### src/rtl/axi_spi_flash_reader_if.sv
// AXI4-Lite read channels (AR + R) for the SPI flash reader.
// master drives araddr/arvalid/rready; slave drives arready/rdata/rresp/rvalid.
interface axi_spi_flash_reader_if;
  logic [23:0] araddr;
  logic        arvalid;
  logic        arready;
  logic [31:0] rdata;
  logic [1:0]  rresp;
  logic        rvalid;
  logic        rready;

  modport master (
    output araddr, arvalid, rready,
    input  arready, rdata, rresp, rvalid
  );

  modport slave (
    input  araddr, arvalid, rready,
    output arready, rdata, rresp, rvalid
  );
endinterface

### src/rtl/axi_spi_flash_reader.sv
// AXI4-Lite read-only slave: each read becomes one SPI mode-0 flash read.
// Ports: ACLK, ARESETn (sync, active-low), axi (AR/R slave), spi_sclk,
// spi_cs_n, spi_mosi, spi_miso. Macro SPI_FAST_READ_EN: 0x0B + 8 dummy bits.
module axi_spi_flash_reader #(
  parameter int unsigned CLK_DIV = 2
) (
  input  logic                         ACLK,
  input  logic                         ARESETn,
  axi_spi_flash_reader_if.slave        axi,
  output logic                         spi_sclk,
  output logic                         spi_cs_n,
  output logic                         spi_mosi,
  input  logic                         spi_miso
);

  localparam logic [2:0] S_IDLE  = 3'd0;
  localparam logic [2:0] S_CMD   = 3'd1;
  localparam logic [2:0] S_ADDR  = 3'd2;
  localparam logic [2:0] S_DATA  = 3'd4;
  localparam logic [2:0] S_RESP  = 3'd5;

  localparam logic [6:0] CMD_END  = 7'd7;
  localparam logic [6:0] ADDR_END = 7'd31;

`ifdef SPI_FAST_READ_EN
  localparam logic [2:0] S_DUMMY   = 3'd3;
  localparam logic [6:0] DUMMY_END = 7'd39;
  localparam logic [6:0] LAST_BIT  = 7'd71;
  localparam logic [7:0] CMD       = 8'h0B;
  localparam logic [2:0] POST_ADDR = S_DUMMY;
`else
  localparam logic [6:0] LAST_BIT  = 7'd63;
  localparam logic [7:0] CMD       = 8'h03;
  localparam logic [2:0] POST_ADDR = S_DATA;
`endif

  localparam logic [7:0] DIV_LAST = 8'(CLK_DIV - 1);

  logic [2:0]  state;
  logic [2:0]  nxt;
  logic [7:0]  div_cnt;
  logic [6:0]  bit_cnt;
  logic [31:0] tx_sr;
  logic [31:0] rx_sr;
  logic [31:0] rdata_q;
  logic        rvalid_q;
  logic        arready_q;
  logic        sclk_q;
  logic        cs_n_q;
  logic        mosi_q;
  logic        busy;
  logic        tick;

  assign axi.arready = arready_q;
  assign axi.rdata   = rdata_q;
  assign axi.rresp   = 2'b00;
  assign axi.rvalid  = rvalid_q;
  assign spi_sclk    = sclk_q;
  assign spi_cs_n    = cs_n_q;
  assign spi_mosi    = mosi_q;

  assign tick = (div_cnt == DIV_LAST);

`ifdef SPI_FAST_READ_EN
  assign busy = (state == S_CMD) || (state == S_ADDR) ||
                (state == S_DUMMY) || (state == S_DATA);
`else
  assign busy = (state == S_CMD) || (state == S_ADDR) ||
                (state == S_DATA);
`endif

  // Phase advance, applied on the falling SCLK edge that ends bit_cnt.
  always_comb begin
    nxt = state;
    unique case (1'b1)
      (bit_cnt == CMD_END):   nxt = S_ADDR;
      (bit_cnt == ADDR_END):  nxt = POST_ADDR;
`ifdef SPI_FAST_READ_EN
      (bit_cnt == DUMMY_END): nxt = S_DATA;
`endif
      default:                nxt = state;
    endcase
  end

  always_ff @(posedge ACLK) begin
    if (!ARESETn) begin
      state     <= S_IDLE;
      div_cnt   <= '0;
      bit_cnt   <= '0;
      tx_sr     <= '0;
      rx_sr     <= '0;
      rdata_q   <= '0;
      rvalid_q  <= 1'b0;
      arready_q <= 1'b0;
      sclk_q    <= 1'b0;
      cs_n_q    <= 1'b1;
      mosi_q    <= 1'b0;
    end else if (state == S_IDLE) begin
      arready_q <= 1'b1;
      if (axi.arvalid && arready_q) begin
        arready_q <= 1'b0;
        state     <= S_CMD;
        cs_n_q    <= 1'b0;
        mosi_q    <= CMD[7];
        // Remaining command bits then address; zeros shift in behind.
        tx_sr     <= {CMD[6:0], axi.araddr, 1'b0};
        div_cnt   <= '0;
        bit_cnt   <= '0;
      end
    end else if (state == S_RESP) begin
      if (axi.rready) begin
        rvalid_q  <= 1'b0;
        arready_q <= 1'b1;
        state     <= S_IDLE;
      end
    end else if (busy) begin
      if (!tick) begin
        div_cnt <= div_cnt + 8'd1;
      end else begin
        div_cnt <= '0;
        if (!sclk_q) begin
          sclk_q <= 1'b1;
          if (state == S_DATA) begin
            rx_sr <= {rx_sr[30:0], spi_miso};
          end
        end else begin
          sclk_q <= 1'b0;
          if (bit_cnt == LAST_BIT) begin
            cs_n_q   <= 1'b1;
            mosi_q   <= 1'b0;
            rvalid_q <= 1'b1;
            rdata_q  <= rx_sr;
            state    <= S_RESP;
          end else begin
            bit_cnt <= bit_cnt + 7'd1;
            mosi_q  <= tx_sr[31];
            tx_sr   <= {tx_sr[30:0], 1'b0};
            state   <= nxt;
          end
        end
      end
    end else begin
      state <= S_IDLE;
    end
  end

endmodule

### src/flat_wrapper.sv
// flat-port wrapper written by rule: the top's interface ports become plain ports
module axi_spi_flash_reader_flat 
#(
  parameter int unsigned CLK_DIV = 2
)
  (ACLK, ARESETn, spi_sclk, spi_cs_n, spi_mosi, spi_miso, axi_araddr, axi_arvalid, axi_rready, axi_arready, axi_rdata, axi_rresp, axi_rvalid);
  axi_spi_flash_reader_if axi_i ();
  input  logic ACLK;
  input  logic ARESETn;
  output logic spi_sclk;
  output logic spi_cs_n;
  output logic spi_mosi;
  input  logic spi_miso;
  input wire logic [$bits(axi_i.araddr)-1:0] axi_araddr;
  input wire logic [$bits(axi_i.arvalid)-1:0] axi_arvalid;
  input wire logic [$bits(axi_i.rready)-1:0] axi_rready;
  output wire logic [$bits(axi_i.arready)-1:0] axi_arready;
  output wire logic [$bits(axi_i.rdata)-1:0] axi_rdata;
  output wire logic [$bits(axi_i.rresp)-1:0] axi_rresp;
  output wire logic [$bits(axi_i.rvalid)-1:0] axi_rvalid;
  assign axi_i.araddr = axi_araddr;
  assign axi_i.arvalid = axi_arvalid;
  assign axi_i.rready = axi_rready;
  assign axi_arready = axi_i.arready;
  assign axi_rdata = axi_i.rdata;
  assign axi_rresp = axi_i.rresp;
  assign axi_rvalid = axi_i.rvalid;
  axi_spi_flash_reader #(.CLK_DIV(CLK_DIV)) u_core (.ACLK(ACLK), .ARESETn(ARESETn), .axi(axi_i), .spi_sclk(spi_sclk), .spi_cs_n(spi_cs_n), .spi_mosi(spi_mosi), .spi_miso(spi_miso));
endmodule
### config.mk
export PLATFORM = sky130hd
export DESIGN_NAME = axi_spi_flash_reader_flat
export DESIGN_NICKNAME = d
export VERILOG_FILES = /design/src/rtl/axi_spi_flash_reader_if.sv /design/src/rtl/axi_spi_flash_reader.sv /design/src/flat_wrapper.sv
export SDC_FILE = /design/constraint.sdc
export NUM_CORES = 1
export LEC_CHECK = 0
export CAP_MARGIN = 20
export CORE_MARGIN = 2
export CORE_UTILIZATION = 35
export CTS_BUF_LIST = sky130_fd_sc_hd__clkbuf_4 sky130_fd_sc_hd__clkbuf_8 sky130_fd_sc_hd__clkbuf_16
export DETAILED_ROUTE_END_ITERATION = 6
export PLACE_DENSITY_LB_ADDON = 0.2
export SLEW_MARGIN = 20
export SYNTH_ARGS = -nofsm -noshare
export SYNTH_HDL_FRONTEND = slang
export SYNTH_SLANG_ARGS = --single-unit
export TNS_END_PERCENT = 100
### constraint.sdc
create_clock -name ACLK -period 3.8 [get_ports ACLK]
set_input_delay 0.76 -clock ACLK [delete_from_list [all_inputs] [get_ports ACLK]]
set_output_delay 0.76 -clock ACLK [all_outputs]
set_load 0.03 [all_outputs]
==> impl_metrics.ini, run 1 <==
[routing]
post_drt_via_cell_ratio = 5.11
detailedRoute.firstPassIterationCount = 5
num_vias = 4263
postRouteWirelength_um = 11000
avgRoutedWirePerCell_um = 13.2
route.detailed.drc = 0
routed_antenna_nets = 0
drtIter0Drc = 332

[synth]
synth_async_sr_flop_share_pct = 0
syn_avg_cell_area_um2 = 8.16
number_of_warning_messages_in_the_yosys_log = 0
postSynthCellCount = 598
synthFlopType = dfxtp_1
synth.lib_cells_used.distinct = 55
yosysSeqAreaShare_pct = 48.4
post_synth_edffs = 0
synthesized_flop_and_latch_total = 118
synth.cell_area_um2 = 4880

[clocking]
cts_clk_pin_slew_worst_paths_ns = 0.05
numClockSinks = 118
cts_inserted_buffers = 17
tritoncts = done
level_count_of_the_clock_h_tree = 4
post_cts.resized_instances = 0
clock-root-buffer = clkbuf_16
postCtsSetupBuffers = 0
worstSkewPairLatency_ns = 0.41
hold_buffers = 0
clockBufferDepth = 2

[cells_and_area]
drive_above_1_share_pct = 9.31
area_growth_syn_to_layout_pct = 27.1
final_common_cell = nand2_1
finalNetCount = 675
fillerInstances = 1405
layout_common_cells = nand2_1, dfxtp_1, a21oi_1
final_core_util_pct = 45.0
flip_flop_and_latch_area_um2 = 2360
antenna_cells = 0
area_taken_by_multi_input_logic_gates_um2 = 2280

[sta]
final-setup-viol-count = 0
report.final.slew_viol_count = 0
setup_total_negative_slack_ns = 0
min_period_over_period_pct = 68.6
slew_of_the_pin_with_the_lowest_slew_margin_ns = 0.926
fmaxAchievable_ghz = 0.384
slew_headroom_pct = 38.2
finalClockSkew_ns = 0.0127
period_needed_ns = 2.61
finalHoldViolCount = 0
rsz_0062_raised_after_global_routing = false

[die]
chipWidth_um = 122
design.core.area_um2 = 13800
start_util_pct = 35.4
boundaryPins = 68
die_y_um = 122
floorplan.rows = 43
dieArea_um2 = 14900

[setup_path]
worst-endpoint-required_ns = 3.04
type_of_the_setup_path_with_the_least_slack = register to output pin
slowest_stage = clkdlybuf4s50_1
worst_ep_arrival_time_ns = 1.85
timing.critical_path.slowest_cell_delay_ns = 0.80
critical_path_end_type = output pin
critical_path.max_fanout = 11
cp_cell_sequence = clkdlybuf4s50_1
timing.critical_path.from_type = register
worst_path_dominant_cell_family = buffers and inverters
timing.critical_path.buf_inv = 1

[pwr]
vdd.ir_drop.worst_mv = 0.333
cellPowerDensity_nw_per_um2 = 635
power.static_leakage_nw = 2.08

[global_routing]
grt_usage_pct = 15.0
largest_net_degree_at_the_start_of_global_routing = 56
grt_antenna_before_repair = 0
grt-ovfl-total = 0
grt_pass1_vias = 3856
grt_first_pass_wirelength_um = 17800

[job]
maxCapViolCount = 0

[hold_path]
min_path_type = register to register

[outcome]
run_status = finished clean

[placed_design]
post-dp-hpwl_um = 6930
gp_congestion = 0.746
place.port_buffers = 65
==> sequential cells by signal, indices dropped and copies added (netlist names) <==
signal	cells
u_core.state	3
u_core.axi.rdata	32
u_core.tx_sr	31
u_core.rx_sr	32
u_core.axi.rvalid	1
u_core.spi_mosi	1
u_core.axi.arready	1
u_core.bit_cnt	7
u_core.spi_sclk	1
u_core.div_cnt	8
u_core.spi_cs_n	1
==> final timing paths <==
kind                       startpoint             endpoint  slack, ns  cells after the start
setup / recovery      u_core.spi_sclk             spi_sclk       1.19                      1
hold / removal    u_core.axi.rdata[9]  u_core.axi.rdata[9]       0.45                      2
setup reg to reg    u_core.div_cnt[0]      u_core.tx_sr[9]       1.25                      6
hold reg to reg   u_core.axi.rdata[9]  u_core.axi.rdata[9]       0.45                      2
==> area by class of cell <==
type	count	area share, %
sequential	118	38.1
tap	180	3.63
multi-input combinational	430	36.7
timing repair buffer	74	11.9
inverter	2	0.121
clock inverter	8	1.57
clock buffer	23	7.99
==> cell usage after synthesis, drive strengths merged (3+ instances only) <==
cell | instances | area share, %
nor2 | 12 | 1.1
o31ai | 3 | 0.56
nor3 | 5 | 0.72
nand4 | 4 | 0.51
a21oi | 105 | 11
nor4 | 3 | 0.69
nor3b | 4 | 0.72
o21ai | 18 | 1.9
o221a | 3 | 0.69
ha | 3 | 0.77
a311oi | 24 | 4.3
or3 | 4 | 0.51
buf | 24 | 3.2
xor2 | 6 | 1.1
or4 | 3 | 0.54
dfxtp | 118 | 48
nand3 | 11 | 1.2
nand3b | 4 | 0.62
clkbuf | 25 | 1.9
and3 | 4 | 0.51
nand2 | 193 | 15
==> metal layers <==
| layer | share of wire (%) | wire, um | GRT usage [%] |
|---|---|---|---|
| met5 | 0 | 0 | 0 |
| met3 | 4.8 | 524 | 4.21 |
| met2 | 48 | 5240 | 25.1 |
| met4 | 1.1 | 119 | 5.68 |
| met1 | 46 | 5100 | 18.3 |
==> through the flow <==
stage	power, mW	instances	setup WS (ns)	cell area, um2	hold WS [ns]
after global routing	4.13	835	0.995	6200	0.457
final	3.94	835	1.19	6200	0.447
after floorplan	2.18	599	1.81	4880	0.420
after global placement	2.35	803	1.00	5600	0.434
after detailed placement	2.38	803	0.931	5600	0.444
after CTS	3.98	834	1.19	6190	0.450
==> kinds of logic (layout without fill, tap and decap cells) <==
logic type,count (synthesis),count (layout),synth area share (%)
buf+inv,51,107,5.25
other cells,1,2,0.0768
flops,118,118,48.4
compound gates,163,163,20.8
mux,1,1,0.205
simple gates,254,254,23.3
fa+ha+maj,3,3,0.769
xor+xnor,7,7,1.26
==> report_power, final <==
group | switching, mW | internal (mW) | total (mW)
clock network | 0.538 | 1.04 | 1.58
logic | 0.554 | 0.317 | 0.871
registers | 0.104 | 1.39 | 1.49
No activity file was read; power rests on OpenSTA's default activity.
==> run 2, diff against run 1 <==
clock period = 2.62 ns   (was 3.8 ns; I/O delays follow)
==> run 2 against run 1 <==
Non-clock buffer count grew 10; register-to-register slack lost 0.80 ns; final cell count grew 1.2%; clock skew shrank 0.0016 ns; clock power grew 46%; core utilization grew 0.79 points; sequential share of layout area shrank 0.66 points; critical path depth is the same.
==> impl_metrics.ini, run 2 (same netlist as run 1, synthesis figures left out) <==
[clocking]
clockBufferDepth = 2
post_cts.resized_instances = 0
numClockSinks = 118
tritoncts = done
level_count_of_the_clock_h_tree = 4
cts_clk_pin_slew_worst_paths_ns = 0.05
clock-root-buffer = clkbuf_16
hold_buffers = 0
postCtsSetupBuffers = 0
cts_inserted_buffers = 17
worstSkewPairLatency_ns = 0.42

[global_routing]
grt_antenna_before_repair = 0
grt_pass1_vias = 4099
grt_usage_pct = 16.1
grt_first_pass_wirelength_um = 18900
grt-ovfl-total = 0
largest_net_degree_at_the_start_of_global_routing = 53

[hold_path]
min_path_type = register to register
min_from = u_core.axi.rdata[30]
worstHoldPathCells = 2
hold-path-endpoint = u_core.axi.rdata[30]

[sta]
slew_of_the_pin_with_the_lowest_slew_margin_ns = 0.575
final-setup-viol-count = 0
worst_hold_slack_ns = 0.447
report.final.slew_viol_count = 0
min_period_over_period_pct = 89.8
finalHoldViolCount = 0
finalClockSkew_ns = 0.0111
rsz_0062_raised_after_global_routing = false
fmaxAchievable_ghz = 0.425
period_needed_ns = 2.35
slew_headroom_pct = 61.5
setup_total_negative_slack_ns = 0

[routing]
num_vias = 4310
routed_antenna_nets = 0
avgRoutedWirePerCell_um = 13.5
detailedRoute.firstPassIterationCount = 5
route.detailed.drc = 0
postRouteWirelength_um = 11400
drtIter0Drc = 329
post_drt_via_cell_ratio = 5.10

[setup_path]
type_of_the_setup_path_with_the_least_slack = register to output pin
worstReg2RegEnd = u_core.tx_sr[12]
critical_path_end_type = output pin
reg2regPathDepth = 7
rr_startpoint = u_core.bit_cnt[0]
timing.critical_path.slowest_cell_delay_ns = 0.80
worst-endpoint-required_ns = 2.10
timing.critical_path.from_type = register
critical_path.max_fanout = 11
slowest_stage = clkdlybuf4s50_1
worst_path_dominant_cell_family = buffers and inverters
reg2reg_setup_slack_ns = 0.45
worst_ep_arrival_time_ns = 1.83
cp_cell_sequence = clkdlybuf4s50_1
timing.critical_path.buf_inv = 1

[cells_and_area]
flip_flop_and_latch_area_um2 = 2360
final_common_cell = nand2_1
fillerInstances = 1394
antenna_cells = 0
area_taken_by_multi_input_logic_gates_um2 = 2280
area_growth_syn_to_layout_pct = 29.4
layout_common_cells = nand2_1, dfxtp_1, a21oi_1
drive_above_1_share_pct = 10.5
finalNetCount = 685
final_core_util_pct = 45.8

[pwr]
cellPowerDensity_nw_per_um2 = 926
vdd.ir_drop.worst_mv = 0.440
power.static_leakage_nw = 2.14

[die]
design.core.area_um2 = 13800
die_y_um = 122
chipWidth_um = 122
floorplan.rows = 43
dieArea_um2 = 14900
boundaryPins = 68
start_util_pct = 35.4

[placed_design]
place.port_buffers = 65
post-dp-hpwl_um = 7330
gp_congestion = 0.779

[job]
maxCapViolCount = 0

[outcome]
run_status = finished clean
-- run 2: worst max path at each step --
stage,endpoint,slack [ns],cells past startpoint,start
after global placement,u_core.tx_sr[22],0.34,6,axi_arvalid
final,spi_sclk,0.27,1,u_core.spi_sclk
after detailed placement,u_core.tx_sr[23],0.32,6,axi_arvalid
after global routing,spi_sclk,0.20,1,u_core.spi_sclk
after CTS,spi_sclk,0.24,1,u_core.spi_sclk
after floorplan,u_core.spi_cs_n,0.68,6,u_core.spi_sclk
-- run 2: cell type report --
class | instances | share of cell area, %
multi-input combinational | 430 | 36.1
clock inverter | 7 | 1.51
tap | 180 | 3.57
sequential | 118 | 37.4
timing repair buffer | 84 | 13.4
clock buffer | 24 | 7.97
inverter | 2 | 0.119
-- run 2: power by group --
part           total (mW)  internal, mW  switching [mW]  leakage, nW
Sequential           2.16          2.01           0.148        0.956
Clock                2.31          1.52           0.789        0.285
Combinational        1.38         0.545           0.831        0.896
-- run 2: metrics by stage --
step                cell area [um2]  total power, mW  cells  setup WS (ns)
floorplan                      4880             3.16    599          0.678
global placement               5720             3.53    814          0.341
detailed placement             5720             3.58    814          0.323
CTS                            6310             5.90    845          0.245
global route                   6310             6.13    845          0.199
finish                         6310             5.85    845          0.268
-- run 2: layer usage --
metal	vias up	wire [um]	track usage, %
met5	-	0	0
met4	0	150	7.26
met3	12	619	4.40
met2	134	5310	26.8
met1	1992	5310	19.3
li1	2172	-	-
-- run 2: worst reg2reg max path: stages, from the launching register on --
cell      delay [ns]
dfxtp_1         0.38
ha_1            0.29
nand3b_1        0.20
or2_4           0.32
a31oi_4         0.35
nor2_4          0.13
buf_12          0.18
a311oi_1        0.24
